==> src/rtl/cpu_mu0_param.sv <==
// Parametrised MU0 core on a waitrequest/readdatavalid memory bus.
// Optional opcodes LDI/AND/SHL/JLT are compiled in when CPU_MU0_EXT_OPS_EN is defined.
module cpu_mu0_param #(
  parameter int unsigned ADDR_W   = 12,
  parameter int unsigned DATA_W   = 16,
  parameter int unsigned RESET_PC = 0
) (
  input  logic              clk,
  input  logic              rst,
  output logic              running,
  output logic              illegal,
  output logic [ADDR_W-1:0] address,
  output logic              read,
  output logic              write,
  output logic [DATA_W-1:0] writedata,
  input  logic              waitrequest,
  input  logic [DATA_W-1:0] readdata,
  input  logic              readdatavalid,
  output logic              out_valid,
  output logic [DATA_W-1:0] out_data
);

  if (DATA_W != ADDR_W + 4) begin : g_width_check
    $error("cpu_mu0_param: DATA_W must equal ADDR_W+4");
  end

  typedef enum logic [2:0] {
    FETCH_REQ, FETCH_WAIT, EXEC, EXEC_WAIT, HALTED
  } state_e;

  typedef enum logic [3:0] {
    OP_LDA = 4'd0, OP_STO = 4'd1, OP_ADD = 4'd2, OP_SUB = 4'd3,
    OP_JMP = 4'd4, OP_JGE = 4'd5, OP_JNE = 4'd6, OP_STP = 4'd7,
    OP_OUT = 4'd8, OP_LDI = 4'd9, OP_AND = 4'd10, OP_SHL = 4'd11,
    OP_JLT = 4'd12
  } op_e;

  state_e            state, state_n;
  logic [ADDR_W-1:0] pc, pc_n, pc_inc, s;
  logic [DATA_W-1:0] acc, acc_n, instr, instr_n, out_data_n;
  logic              running_n, illegal_n, out_valid_n;
  logic              bus_rd, bus_wr;
  logic [ADDR_W-1:0] bus_addr;
  op_e               op;

  assign op     = op_e'(instr[DATA_W-1:ADDR_W]);
  assign s      = instr[ADDR_W-1:0];
  assign pc_inc = pc + ADDR_W'(1);

  always_ff @(posedge clk or posedge rst) begin
    if (rst) begin
      state     <= FETCH_REQ;
      pc        <= ADDR_W'(RESET_PC);
      acc       <= '0;
      instr     <= '0;
      running   <= 1'b1;
      illegal   <= 1'b0;
      out_valid <= 1'b0;
      out_data  <= '0;
    end else begin
      state     <= state_n;
      pc        <= pc_n;
      acc       <= acc_n;
      instr     <= instr_n;
      running   <= running_n;
      illegal   <= illegal_n;
      out_valid <= out_valid_n;
      out_data  <= out_data_n;
    end
  end

  always_comb begin
    state_n     = state;
    pc_n        = pc;
    acc_n       = acc;
    instr_n     = instr;
    running_n   = running;
    illegal_n   = illegal;
    out_valid_n = 1'b0;
    out_data_n  = out_data;
    bus_addr    = pc;
    bus_rd      = 1'b0;
    bus_wr      = 1'b0;
    case (state)
      FETCH_REQ: begin
        bus_rd = 1'b1;
        if (!waitrequest) state_n = FETCH_WAIT;
      end
      FETCH_WAIT: begin
        if (readdatavalid) begin
          instr_n = readdata;
          state_n = EXEC;
        end
      end
      EXEC: begin
        bus_addr = s;
        case (op)
`ifdef CPU_MU0_EXT_OPS_EN
          OP_LDA, OP_ADD, OP_SUB, OP_AND: begin
`else
          OP_LDA, OP_ADD, OP_SUB: begin
`endif
            bus_rd = 1'b1;
            if (!waitrequest) state_n = EXEC_WAIT;
          end
          OP_STO: begin
            bus_wr = 1'b1;
            if (!waitrequest) begin
              pc_n    = pc_inc;
              state_n = FETCH_REQ;
            end
          end
          OP_JMP: begin
            pc_n    = s;
            state_n = FETCH_REQ;
          end
          OP_JGE: begin
            pc_n    = acc[DATA_W-1] ? pc_inc : s;
            state_n = FETCH_REQ;
          end
          OP_JNE: begin
            pc_n    = (acc != '0) ? s : pc_inc;
            state_n = FETCH_REQ;
          end
          OP_OUT: begin
            out_valid_n = 1'b1;
            out_data_n  = acc;
            pc_n        = pc_inc;
            state_n     = FETCH_REQ;
          end
          OP_STP: begin
            running_n = 1'b0;
            state_n   = HALTED;
          end
`ifdef CPU_MU0_EXT_OPS_EN
          OP_LDI: begin
            acc_n   = DATA_W'(s);
            pc_n    = pc_inc;
            state_n = FETCH_REQ;
          end
          OP_SHL: begin
            acc_n   = acc << 1;
            pc_n    = pc_inc;
            state_n = FETCH_REQ;
          end
          OP_JLT: begin
            pc_n    = acc[DATA_W-1] ? s : pc_inc;
            state_n = FETCH_REQ;
          end
`endif
          default: begin
            illegal_n = 1'b1;
            running_n = 1'b0;
            state_n   = HALTED;
          end
        endcase
      end
      EXEC_WAIT: begin
        if (readdatavalid) begin
          case (op)
            OP_ADD:  acc_n = acc + readdata;
            OP_SUB:  acc_n = acc - readdata;
`ifdef CPU_MU0_EXT_OPS_EN
            OP_AND:  acc_n = acc & readdata;
`endif
            default: acc_n = readdata;
          endcase
          pc_n    = pc_inc;
          state_n = FETCH_REQ;
        end
      end
      HALTED: ;
      default: begin
        illegal_n = 1'b1;
        running_n = 1'b0;
        state_n   = HALTED;
      end
    endcase
  end

  // Requests are gated by rst so an abandoned transaction never reaches the bus.
  assign address   = bus_addr;
  assign read      = bus_rd & ~rst;
  assign write     = bus_wr & ~rst;
  assign writedata = acc;

endmodule

==> config.mk <==
export PLATFORM = sky130hd
export DESIGN_NAME = cpu_mu0_param
export DESIGN_NICKNAME = d
export VERILOG_FILES = /design/src/rtl/cpu_mu0_param.sv
export SDC_FILE = /design/constraint.sdc
export NUM_CORES = 1
export LEC_CHECK = 0
export BUFFER_PORTS_ARGS = -buffer_cell sky130_fd_sc_hd__buf_2
export CELL_PAD_IN_SITES_DETAIL_PLACEMENT = 1
export CELL_PAD_IN_SITES_GLOBAL_PLACEMENT = 1
export CORE_ASPECT_RATIO = 0.6
export CORE_UTILIZATION = 47
export DETAILED_ROUTE_END_ITERATION = 16
export PLACE_DENSITY_LB_ADDON = 0.1
export REMOVE_ABC_BUFFERS = 1
export SYNTH_ARGS = -nofsm -noshare
export SYNTH_HDL_FRONTEND = slang
export SYNTH_SLANG_ARGS = --single-unit
==> constraint.sdc <==
create_clock -name clk -period 9.6 [get_ports clk]
set_clock_uncertainty 0.2 [all_clocks]
set_input_delay 1.92 -clock clk [delete_from_list [all_inputs] [get_ports clk]]
set_output_delay 1.92 -clock clk [all_outputs]
set_load 0.02 [all_outputs]
==> impl_metrics.toml <==
[run_status]
status = "complete, no violations"

[synth]
synth_area_um2 = 4340
ys_types = 58
synthTopCellsByArea = "dfrtp_1, mux2_2, ha_1, a21oi_1, o21ai_0"
synth_area_per_cell_um2 = 8.96
synth_edf_count = 0
yosys.area.top_type_share = 0.375
yosys_warnings = 0
synthArstFlopShare = 1.00
yosys.area.top_type = "dfrtp_1"
ys_seq_elements = 66
syn_inst = 484
yosys_most_used_dff = "dfrtp_1"
ys_seq_area_frac = 0.381

[worst_hold_path]
holdCritPathClass = "flop to flop"
min_from = "running"

[sta]
slew_headroom = 0.280
period_needed_ns = 5.43
tightest_slew_ns = 1.08
whs_ns = 0.252
finalSetupViolCount = 0
setup_slack_ns = 4.17
post-route-period-util = 0.566
tns_ns = 0
fmax_mhz = 184
hold_viol_final = 0
drv_slew = 0
rsz0062_at_grt = "no"

[global_routing]
grt_max_degree = 67
grt_pass1_vias = 4103
grtUsageTotal = 0.291
grt_pass1_wl_um = 21600
overflow = 0
antenna_found_initial = 0

[clock_network]
cts_tree = "yes"
cts-root-buf = "clkbuf_16"
cts_made_buffers = 9
postCtsSetupBuffers = 0
clock_path_buffers = 2
ctsResizeCount = 0
postCtsHoldBufs = 0
cts_num_sinks = 66
clkLatencyLatePin_ns = 0.33
clk_pin_slew_ns = 0.06
htreeDepth = 3

[drt]
viasPerCell = 6.12
ant_nets = 0
wl_um = 13100
first_iter_violations = 202
drcViolationCount = 0
wl_per_cell_um = 19.8
drtPass1Iterations = 4
vias = 4038

[die]
initial_utilization = 0.497
dieWidth_um = 126
num_io_pins = 69
die_y_um = 76.4
rows = 26
core-area_um2 = 8720
die-area_um2 = 9630

[cells_and_area]
drive_gt1_frac = 0.246
fill_cells = 1055
multiInputGateArea_um2 = 2510
final_core_util = 0.579
antenna_cells = 0
regArea_um2 = 1650
area_growth_pct = 16.5
fin_area_um2 = 5050
final_cell_mix = "buf_2, dfrtp_1, nand2_1"
final_nets = 581
layout_commonest_cell = "buf_2"

[critical_path]
cp_max_fo = 6
critical_path_buf_inv_count = 1
critPathLaunchType = "input port"
worst_path_most_repeated_cell = "xor2_1"
crit_start = "readdata[0]"
critPathSlowestCell = "or4_4"
crit_family = "compound AO/OA/AOI/OAI gates"
arrival_ns = 5.44
r2r_start = "instr[15]"
crit_type = "input port to flop"
cp_cell_sequence = "buf_2 > or4_4 > or4b_4 > o31ai_1 > xor2_1 > ha_1 > a21oi_1 > o21ai_0 > a22oi_1 > nand3b_1 > xor2_1 > a221oi_1 > o211ai_1"
worst_ep_required_time_ns = 9.61
slowest_delay_ns = 0.56
crit_path_end_kind = "flop"

[power]
power_frac_comb = 0.506
pwr_density_cell_nw_per_um2 = 347
p_switching_uw = 810
internal_power_uw = 944
sw_frac_of_total = 0.462
clockPowerShare = 0.184
p_leak_nw = 2.41
sequentialPowerShare = 0.310
vdd_drop_max_mv = 0.168

[placement]
pre_cts_ws_ns = 3.97
portBuffers = 68
place_congestion = 0.904
hpwlAfterDp_um = 9430
placed_area_um2 = 4760

[run]
cap_violations = 0
## state kept, by name, indices dropped and copies added (netlist names)
name	count
writedata	16
out_data	16
illegal	1
out_valid	1
state	3
running	1
instr	16
pc	12
## logic make-up (layout without fill, tap and decap cells)
logic type,count (synthesis),count (layout),synth area share
xor+xnor,23,23,0.0465
compound gates,134,134,0.192
simple gates,152,152,0.169
flops,66,66,0.381
mux,45,45,0.115
fa+ha+maj,18,18,0.0537
buf+inv,46,110,0.0424
## through the flow
step                power (mW)  cells
floorplan                 1.13    459
global placement          1.36    644
detailed placement        1.41    644
CTS                       1.75    660
global route              1.88    660
finish                    1.75    660
## per-layer routing
metal / GRT usage / part of all wire / up-vias
met5: 0 / 0 / -
met4: 0.0819 / 0.013 / 0
met3: 0.0815 / 0.071 / 21
met2: 0.458 / 0.45 / 129
met1: 0.392 / 0.46 / 2004
li1: - / - / 1884
## area by class of cell
| cell class | instances | share of cell area |
|---|---|---|
| sequential | 66 | 0.327 |
| clock inverter | 5 | 0.0109 |
| multi-input combinational | 372 | 0.498 |
| timing repair buffer | 73 | 0.0748 |
| tap | 112 | 0.0278 |
| clock buffer | 11 | 0.0461 |
| inverter | 21 | 0.0156 |
## final timing paths
| kind | cells after the start | slack [ns] | end |
|---|---|---|---|
| max in group asynchronous | 3 | 6.96 | out_data[0] |
| min | 1 | 0.25 | running |
| min reg2reg | 1 | 0.25 | running |
| max | 13 | 4.17 | writedata[15] |
| max reg2reg | 13 | 5.18 | writedata[15] |
| min in group asynchronous | 3 | 1.68 | pc[9] |
## power by group through the flow
stage	clock [mW]	combinational, mW	sequential (mW)
floorplan	0	0.566	0.561
global placement	0	0.830	0.535
detailed placement	0	0.865	0.545
CTS	0.329	0.883	0.541
global route	0.341	0.969	0.565
finish	0.322	0.888	0.544
## synth_stat cells, types with 2 or more instances
cell type,n
nand3_1,16
nor3_1,9
a211oi_1,3
nor2_1,39
a21o_1,3
a2bb2oi_1,2
and3_1,5
nand2b_1,6
ha_1,17
a21oi_1,42
o21ai_0,42
nand2_1,51
mux2_2,39
nor2b_1,2
a31oi_1,6
a221oi_1,2
o21a_1,2
dfrtp_1,65
o31ai_1,4
nand4_1,7
o211ai_1,4
nor3b_1,3
inv_1,21
xnor2_1,10
nor4_1,3
a221o_1,2
a22oi_1,3
xor2_1,13
or3_1,2
mux2i_1,6
and4_1,2
clkbuf_1,23
o22ai_1,5
(Power assumes the default switching activity.)
